File: src/rtl/mnist_image_reader_if.sv
// Image-memory read port plus the pixel stream toward the network input layer.
// The master side is the reader; the slave side is memory plus pixel consumer.
interface mnist_image_reader_if #(
  parameter int ADDR_WIDTH = 16,
  parameter int DATA_WIDTH = 32
);
  logic [ADDR_WIDTH-1:0] rd_addr;
  logic                  rd_en;
  logic [DATA_WIDTH-1:0] rd_data;
  logic                  px_valid;
  logic                  px_ready;
  logic [DATA_WIDTH-1:0] px_data;
  logic [9:0]            px_index;
  logic                  px_last;

  modport master (
    output rd_addr, rd_en, px_valid, px_data, px_index, px_last,
    input  rd_data, px_ready
  );

  modport slave (
    input  rd_addr, rd_en, px_valid, px_data, px_index, px_last,
    output rd_data, px_ready
  );
endinterface

File: src/rtl/mnist_image_reader.sv
// Scans the 28x28 image memory row-major and streams each pixel word over a
// valid/ready handshake through a 2-entry buffer, counting nonzero pixels.
module mnist_image_reader #(
  parameter int GRID_SIZE  = 28,
  parameter int NUM_PIXELS = GRID_SIZE * GRID_SIZE,
  parameter int ADDR_WIDTH = 16,
  parameter int DATA_WIDTH = 32,
  parameter int BASE_ADDR  = 0
) (
  input  logic                      clk,
  input  logic                      resetn,
  input  logic                      start,
  mnist_image_reader_if.master      bus,
  output logic                      busy,
  output logic                      done,
  output logic [9:0]                set_count
);
  typedef enum logic [1:0] {IDLE, SCAN, DRAIN} state_t;

  typedef struct packed {
    logic [DATA_WIDTH-1:0] data;
    logic [9:0]            index;
  } entry_t;

  localparam logic [9:0] LAST_IDX = 10'(NUM_PIXELS - 1);

  state_t     state, state_nxt;
  logic [9:0] idx;
  logic       issue, pop, accept_start;
  logic       inflight;
  logic [9:0] inflight_idx;
  entry_t     fifo_q [2];
  entry_t     head;
  logic       rd_ptr, wr_ptr;
  logic [1:0] cnt;

  assign head          = fifo_q[rd_ptr];
  assign bus.px_valid  = (cnt != 2'd0);
  assign bus.px_data   = head.data;
  assign bus.px_index  = head.index;
  assign bus.px_last   = bus.px_valid && (head.index == LAST_IDX);
  assign bus.rd_en     = issue;
  assign bus.rd_addr   = ADDR_WIDTH'(BASE_ADDR) + ADDR_WIDTH'(idx);
  assign busy          = (state != IDLE);
  assign pop           = bus.px_valid && bus.px_ready;

  always_comb begin
    state_nxt    = state;
    accept_start = 1'b0;
    issue        = 1'b0;
    case (state)
      // done high means DRAIN was left last cycle; a start here is ignored
      IDLE: if (start && !done) begin
        state_nxt    = SCAN;
        accept_start = 1'b1;
      end
      SCAN: begin
        // buffered + in-flight after this cycle's pop must leave room for one more
        issue = ({1'b0, cnt} + {2'b0, inflight}) < (3'd2 + {2'b0, pop});
        if (issue && idx == LAST_IDX) state_nxt = DRAIN;
      end
      DRAIN: if (pop && bus.px_last) state_nxt = IDLE;
      default: state_nxt = IDLE;
    endcase
  end

  always_ff @(posedge clk or negedge resetn) begin
    if (!resetn) begin
      state        <= IDLE;
      idx          <= '0;
      inflight     <= 1'b0;
      inflight_idx <= '0;
      rd_ptr       <= 1'b0;
      wr_ptr       <= 1'b0;
      cnt          <= '0;
      fifo_q[0]    <= '0;
      fifo_q[1]    <= '0;
      done         <= 1'b0;
      set_count    <= '0;
    end else begin
      state    <= state_nxt;
      done     <= (state == DRAIN) && pop && bus.px_last;
      inflight <= issue;
      if (issue) inflight_idx <= idx;

      if (accept_start || (issue && idx == LAST_IDX)) idx <= '0;
      else if (issue)                                  idx <= idx + 10'd1;

      // read data lands one cycle after issue, tagged with its index
      if (inflight) begin
        fifo_q[wr_ptr] <= '{data: bus.rd_data, index: inflight_idx};
        wr_ptr         <= ~wr_ptr;
      end
      if (pop) rd_ptr <= ~rd_ptr;
      cnt <= cnt + {1'b0, inflight} - {1'b0, pop};

      if (accept_start)                       set_count <= '0;
      else if (pop && bus.px_data != '0)      set_count <= set_count + 10'd1;
    end
  end
endmodule

File: src/flat_wrapper.sv
// flat-port wrapper written by rule: the top's interface ports become plain ports
module mnist_image_reader_flat 
#(
  parameter int GRID_SIZE  = 28,
  parameter int NUM_PIXELS = GRID_SIZE * GRID_SIZE,
  parameter int ADDR_WIDTH = 16,
  parameter int DATA_WIDTH = 32,
  parameter int BASE_ADDR  = 0
)
  (clk, resetn, start, busy, done, set_count, bus_rd_addr, bus_rd_en, bus_px_valid, bus_px_data, bus_px_index, bus_px_last, bus_rd_data, bus_px_ready);
  mnist_image_reader_if #(.ADDR_WIDTH(ADDR_WIDTH), .DATA_WIDTH(DATA_WIDTH)) bus_i ();
  input  logic clk;
  input  logic resetn;
  input  logic start;
  output logic busy;
  output logic done;
  output logic [9:0] set_count;
  output wire logic [$bits(bus_i.rd_addr)-1:0] bus_rd_addr;
  output wire logic [$bits(bus_i.rd_en)-1:0] bus_rd_en;
  output wire logic [$bits(bus_i.px_valid)-1:0] bus_px_valid;
  output wire logic [$bits(bus_i.px_data)-1:0] bus_px_data;
  output wire logic [$bits(bus_i.px_index)-1:0] bus_px_index;
  output wire logic [$bits(bus_i.px_last)-1:0] bus_px_last;
  input wire logic [$bits(bus_i.rd_data)-1:0] bus_rd_data;
  input wire logic [$bits(bus_i.px_ready)-1:0] bus_px_ready;
  assign bus_rd_addr = bus_i.rd_addr;
  assign bus_rd_en = bus_i.rd_en;
  assign bus_px_valid = bus_i.px_valid;
  assign bus_px_data = bus_i.px_data;
  assign bus_px_index = bus_i.px_index;
  assign bus_px_last = bus_i.px_last;
  assign bus_i.rd_data = bus_rd_data;
  assign bus_i.px_ready = bus_px_ready;
  mnist_image_reader #(.GRID_SIZE(GRID_SIZE), .NUM_PIXELS(NUM_PIXELS), .ADDR_WIDTH(ADDR_WIDTH), .DATA_WIDTH(DATA_WIDTH), .BASE_ADDR(BASE_ADDR)) u_core (.clk(clk), .resetn(resetn), .start(start), .bus(bus_i), .busy(busy), .done(done), .set_count(set_count));
endmodule
File: config.mk
export PLATFORM = sky130hd
export DESIGN_NAME = mnist_image_reader_flat
export DESIGN_NICKNAME = d
export VERILOG_FILES = /design/src/rtl/mnist_image_reader_if.sv /design/src/rtl/mnist_image_reader.sv /design/src/flat_wrapper.sv
export SDC_FILE = /design/constraint.sdc
export NUM_CORES = 1
export LEC_CHECK = 0
export ABC_CLOCK_PERIOD_IN_PS = 5600
export BUFFER_PORTS_ARGS = -buffer_cell sky130_fd_sc_hd__buf_4
export CORE_ASPECT_RATIO = 0.75
export CORE_MARGIN = 4
export CORE_UTILIZATION = 45
export DETAILED_ROUTE_END_ITERATION = 10
export PLACE_DENSITY = 0.66
export SYNTH_ARGS = -nofsm -noshare
export SYNTH_HDL_FRONTEND = slang
export SYNTH_SLANG_ARGS = --single-unit
File: constraint.sdc
create_clock -name clk -period 5.6 [get_ports clk]
set_input_delay 0.84 -clock clk [delete_from_list [all_inputs] [get_ports clk]]
set_output_delay 0.84 -clock clk [all_outputs]
set_load 0.05 [all_outputs]
# After elaboration in Yosys (flattened, before gate mapping)
# Cells that the tools add are included.
[totals] regBits=122 output_inout_bits=73
[op_classes] addsub=6 n_lt_le_gt_ge=4 eq_ne=7 n_mux=17 n_bitwise=4 reduce_logical=19
[ops] cell="2-to-1 mux 42 bit" n=4
[ops] cell="bitwise mux 84 bit" n=1
[ops] cell="demux 42 bit (select 1 bit)" n=1
[ops] cell="2-to-1 mux 10 bit" n=4
[ops] cell="nonzero test 32 bit" n=1
[ops] cell="adder 10 x 1 -> 10 bit (second input constant)" n=2
[ops] cell="== test 10 bit (second input constant)" n=2
[ops] cell="logical AND 1 bit" n=10
[ops] cell="nonzero test 2 bit" n=4
[ops] cell="2-to-1 mux 2 bit" n=3
[ops] cell="inequality test 2 x 1 -> 1 bit (second input constant)" n=3
[ops] cell="case mux 2 bit (3 select lines)" n=1
[ops] cell=">= comparator 2 bit (second input constant)" n=2
[ops] cell="NOT 1 -> 2 bit" n=2
[ops] cell="adder 2 x 1 -> 3 bit" n=1
[ops] cell="adder 2 x 1 -> 3 bit (first input constant)" n=1
[ops] cell="less-than comparator 3 bit" n=1
[ops] cell="2-to-1 mux 1 bit" n=3
[ops] cell="AND reduction 3 bit" n=1
[ops] cell="adder 2 x 1 -> 2 bit" n=1
[ops] cell="== test 2 x 1 -> 1 bit (second input constant)" n=1
[ops] cell="== test 2 bit (second input constant)" n=1
[ops] cell="zero test 2 bit" n=1
[ops] cell="less-than comparator 2 x 1 -> 1 bit (second input constant)" n=1
[ops] cell="4 further kinds" n=5

# Longest topological paths before layout
[logic_depth] depth_word=9 mapped_depth=8 depth_no_buf=8

# Least setup slack after synthesis
# No wires, ideal clock.
[synth_path] kind="input -> output" startpoint="in bus_px_ready" endpoint="out bus_rd_en" arrival_ns=2.010 required_time_ns=4.760 slack_ns=2.750 cell_stages=5 cell_sequence="o21ai_2 > o21a_1 > or3_4 > inv_1 > buf_2"
[synth_between] elab_chain_cells=4
[synth_lines] element="from (decl)" line="flat_wrapper.sv:25" text="input wire logic [$bits(bus_i.px_ready)-1:0] bus_px_ready;"
[synth_lines] element="logical AND 1 bit" line="mnist_image_reader.sv:45" text="assign pop = bus.px_valid && bus.px_ready;"
[synth_lines] element="adder 2 x 1 -> 3 bit" line="mnist_image_reader.sv:59" text="issue = ({1'b0, cnt} + {2'b0, inflight}) < (3'd2 + {2'b0, pop});"
[synth_lines] element="less-than comparator 3 bit" line="mnist_image_reader.sv:59"
[synth_lines] element="2-to-1 mux 1 bit" line="mnist_image_reader.sv:51" text="case (state)"
[synth_lines] element="to (decl)" line="flat_wrapper.sv:19" text="output wire logic [$bits(bus_i.rd_en)-1:0] bus_rd_en;"
# No other way between the ends.

# Worst setup path after layout
[layout_path] startpoint="reg u_core.cnt[0]" endpoint="out bus_rd_en"
[layout_between] elab_chain_cells=5 elab_cells_between_ends=6 classes_between="add/sub: 2; order compare: 1; mux: 1; reduce/logical: 2"
[layout_lines] element="from (decl)" line="mnist_image_reader.sv:35" text="logic [1:0] cnt;"
[layout_lines] element="from (signal assigned)" line="mnist_image_reader.sv:95" text="cnt <= cnt + {1'b0, inflight} - {1'b0, pop};"
[layout_lines] element="nonzero test 2 bit" line="mnist_image_reader.sv:38" text="assign bus.px_valid = (cnt != 2'd0);"
[layout_lines] element="logical AND 1 bit" line="mnist_image_reader.sv:45"
[layout_lines] element="adder 2 x 1 -> 3 bit" line="mnist_image_reader.sv:59"
[layout_lines] element="less-than comparator 3 bit (*)" line="mnist_image_reader.sv:59"
[layout_lines] element="2-to-1 mux 1 bit (*)" line="mnist_image_reader.sv:51"
# Every way passes the cells marked *; elsewhere a longest branch is shown, timed or not.

==> results.sh <==
export IMPL_postSynth_topFlopCell="dfrtp_1"
export IMPL_final_max_slew_violation_count=0
export IMPL_dp_hpwl_um=8890
export IMPL_timing_critical_path_buf_inv=2
export IMPL_finalSetupTns_ns=0
export IMPL_r2r_start="u_core.rd_ptr"
export IMPL_fp_dieArea_um2=14500
export IMPL_hold_class="reg -> reg"
export IMPL_numPortBuffers=102
export IMPL_start_kind="flop"
export IMPL_cts_setup_buffers=0
export IMPL_clock_sinks=122
export IMPL_nFillCells=1033
export IMPL_r2r_cells=7
export IMPL_worstSetupPathType="reg -> out"
export IMPL_syn2layout_area_growth_pct=26.6
export IMPL_vdd_drop_max_mv=0.485
export IMPL_holdPathStages=1
export IMPL_setup_viol=0
export IMPL_drt_initial_drc_count=188
export IMPL_synth_cell_type_count=51
export IMPL_critPathLaunch="u_core.cnt[0]"
export IMPL_die_w_um=138
export IMPL_power_frac_clock=0.215
export IMPL_leakage_nw=3.35
export IMPL_rsz0062_at_grt="no"
export IMPL_synth_warnings=0
export IMPL_grt_pass1_vias=3948
export IMPL_power_net_switching_w=0.00223
export IMPL_netlist_top_cell_by_area="dfrtp_1"
export IMPL_grt_max_degree=85
export IMPL_p_comb_frac=0.491
export IMPL_async_reset_ff_frac=1.00
export IMPL_worst_slew_pin_slew_ns=1.16
export IMPL_drv_cap=0
export IMPL_route_vias_total=3839
export IMPL_clock_root_buffer="clkbuf_16"
export IMPL_outcome="finished, final reports clean"
export IMPL_ff_latch_area_um2=3050
export IMPL_drt_wl_total_um=12900
export IMPL_row_count=35
export IMPL_ys_ff_latch=122
export IMPL_multi_input_area_um2=2510
export IMPL_final_util=0.584
export IMPL_clk_latency_ns=0.40
export IMPL_synth_compound_area_frac=0.0297
export IMPL_postLayoutCellArea_um2=7210
export IMPL_fin_nets=595
export IMPL_grt_ovfl_total=0
export IMPL_place_inst=700
export IMPL_p_sw_frac=0.427
export IMPL_globalplace_congestion=0.813
export IMPL_viasPerCell=5.25
export IMPL_syn_inst=446
export IMPL_yosys_top_cells_area="dfrtp_1 (54%), mux2_2 (24%), nand2_1 (2.8%)"
export IMPL_finish_cell_count_without_fillers=731
export IMPL_synth_adder_area_share=0.0132
export IMPL_core_um2=12300
export IMPL_netlist_area_leader_share=0.536
export IMPL_avgSynthCellArea_um2=12.8
export IMPL_r2r_setup_slack_ns=2.90
export IMPL_syn_area_um2=5690
export IMPL_detail_route_wl_per_cell_um=17.6
export IMPL_synth_simple_area_share=0.112
export IMPL_ant_nets=0
export IMPL_fin_skew_ns=0.00912
export IMPL_crit_family="buffers and inverters"
export IMPL_pwr_density_cell_nw_per_um2=726
export IMPL_hold_viol=0
export IMPL_slowest_delay_ns=0.45
export IMPL_power_frac_seq=0.294
export IMPL_grt_usage=0.186
export IMPL_htreeDepth=4
export IMPL_num_io_pins=109
export IMPL_synth_top_family_by_area="multiplexers"
export IMPL_synth_xor_area_share=0.0261
export IMPL_grt_pass1_wl_um=20900
export IMPL_max_freq_ghz=0.293
export IMPL_internal_power_w=0.00300
export IMPL_cpMostUsedCell="ha_1"
export IMPL_die_y_um=105
export IMPL_end_kind="primary output"
export IMPL_seq_area_frac_synth=0.536
export IMPL_synth_edf_count=0
export IMPL_path_max_fanout=16
export IMPL_drive_gt1_frac=0.490
export IMPL_antenna_found_initial=0
export IMPL_place_area_um2=6600
export IMPL_cp_required_ns=4.76
export IMPL_holdBufCountCts=0
export IMPL_cts_tree="done"
export IMPL_arrival_ns=2.57
export IMPL_clk_pin_slew_ns=0.05
export IMPL_cts_made_buffers=17
export IMPL_worstReg2RegEnd="u_core.set_count[7]"
export IMPL_cts_resized=0
export IMPL_start_util=0.461
export IMPL_min_period_ns=3.41
export IMPL_worstHoldStart="u_core.fifo_q[28]"
export IMPL_path_cells="ha_1, ha_1, o21a_1, or3_4, inv_1, buf_4"
export IMPL_muxShareOfSynthArea=0.254
export IMPL_post_route_period_util=0.610
export IMPL_max_slew_margin=0.227
export IMPL_cp_slowest_cell="or3_4"
export IMPL_diodes=0
export IMPL_holdPathEnd="u_core.fifo_q[28]"
export IMPL_drcViolationCount=0
export IMPL_clockBufferDepth=2
export IMPL_drt_first_pass_iters=5
-- cells by family after synthesis --
kind of cell,count (synthesis)
other,1
muxes,128
adders and majority gates,6
DFF,122
and+or+nand+nor,122
AOI/OAI and AO/OA,20
buffers and inverters,30
xor gates and xnor gates,17
-- power groups by stage --
stage	sequential, W	clock [W]	combinational [W]
4_1_cts	0.00154	0.00115	0.00260
3_5_place_dp	0.00155	0	0.00259
2_1_floorplan	0.00154	0	0.00189
5_1_grt	0.00159	0.00119	0.00273
3_3_place_gp	0.00153	0	0.00256
6_report	0.00154	0.00113	0.00257
-- metal layers --
layer / vias up / wire (um) / GRT usage
met5: - / 0 / 0
met4: 0 / 89 / 0.0423
met3: 8 / 863 / 0.0573
met2: 98 / 5800 / 0.271
met1: 1934 / 6140 / 0.273
li1: 1799 / - / -
-- cell usage after synthesis (4+ instances only) --
| master | n |
|---|---|
| buf_1 | 4 |
| nand4_1 | 7 |
| and3_1 | 5 |
| nand2_1 | 43 |
| a21oi_1 | 6 |
| buf_4 | 6 |
| dfrtp_1 | 122 |
| ha_1 | 6 |
| inv_1 | 7 |
| nor2_1 | 19 |
| buf_2 | 5 |
| xor2_1 | 7 |
| clkbuf_1 | 6 |
| nand3_1 | 11 |
| nor4_1 | 12 |
| xnor2_1 | 10 |
| mux2_2 | 122 |
-- worst max-delay path by stage --
| stage | endpoint | cells past startpoint |
|---|---|---|
| after floorplan | bus_rd_en | 5 |
| after global placement | bus_rd_en | 6 |
| after detailed placement | bus_rd_en | 6 |
| after CTS | bus_rd_en | 6 |
| after global routing | bus_rd_en | 6 |
| final | bus_rd_en | 6 |
-- flip-flops by register name, summed over array words and instances (netlist names) --
name                 count
u_core.cnt               2
u_core.wr_ptr            1
u_core.state             2
u_core.inflight_idx     10
u_core.inflight          1
u_core.done              1
u_core.idx              10
u_core.set_count        10
u_core.fifo_q           84
u_core.rd_ptr            1
-- cell usage in the layout, fill, tap and decap left out, types with 4 or more instances in the layout --
cell type and n:
xor2_1 7, inv_1 7, bufinv_16 4, nand2_1 42
clkinv_2 5, mux2_2 122, dfrtp_1 121, xnor2_1 10
nor4_1 12, nand4_1 7, clkbuf_16 17, a21oi_1 6
and3_1 5, buf_4 106, nor2_1 18, nand3_1 11
conb_1 6, ha_1 6
-- per-stage QoR --
step,hold WS [ns],setup slack [ns],power (W)
2_1_floorplan,0.450,2.75,0.00343
3_3_place_gp,0.487,2.43,0.00409
3_5_place_dp,0.496,2.39,0.00414
4_1_cts,0.507,2.18,0.00529
5_1_grt,0.523,2.02,0.00552
6_report,0.503,2.19,0.00524
-- final cells by class --
class                   instances  share of cell area
clock buffers                  22              0.0644
repair buffers                106               0.110
clock inverters                 9              0.0201
inverters                       7             0.00365
multi-input cells             299               0.349
well taps                     166              0.0288
flip-flops and latches        122               0.424
Power figures use the tool's default switching activity.
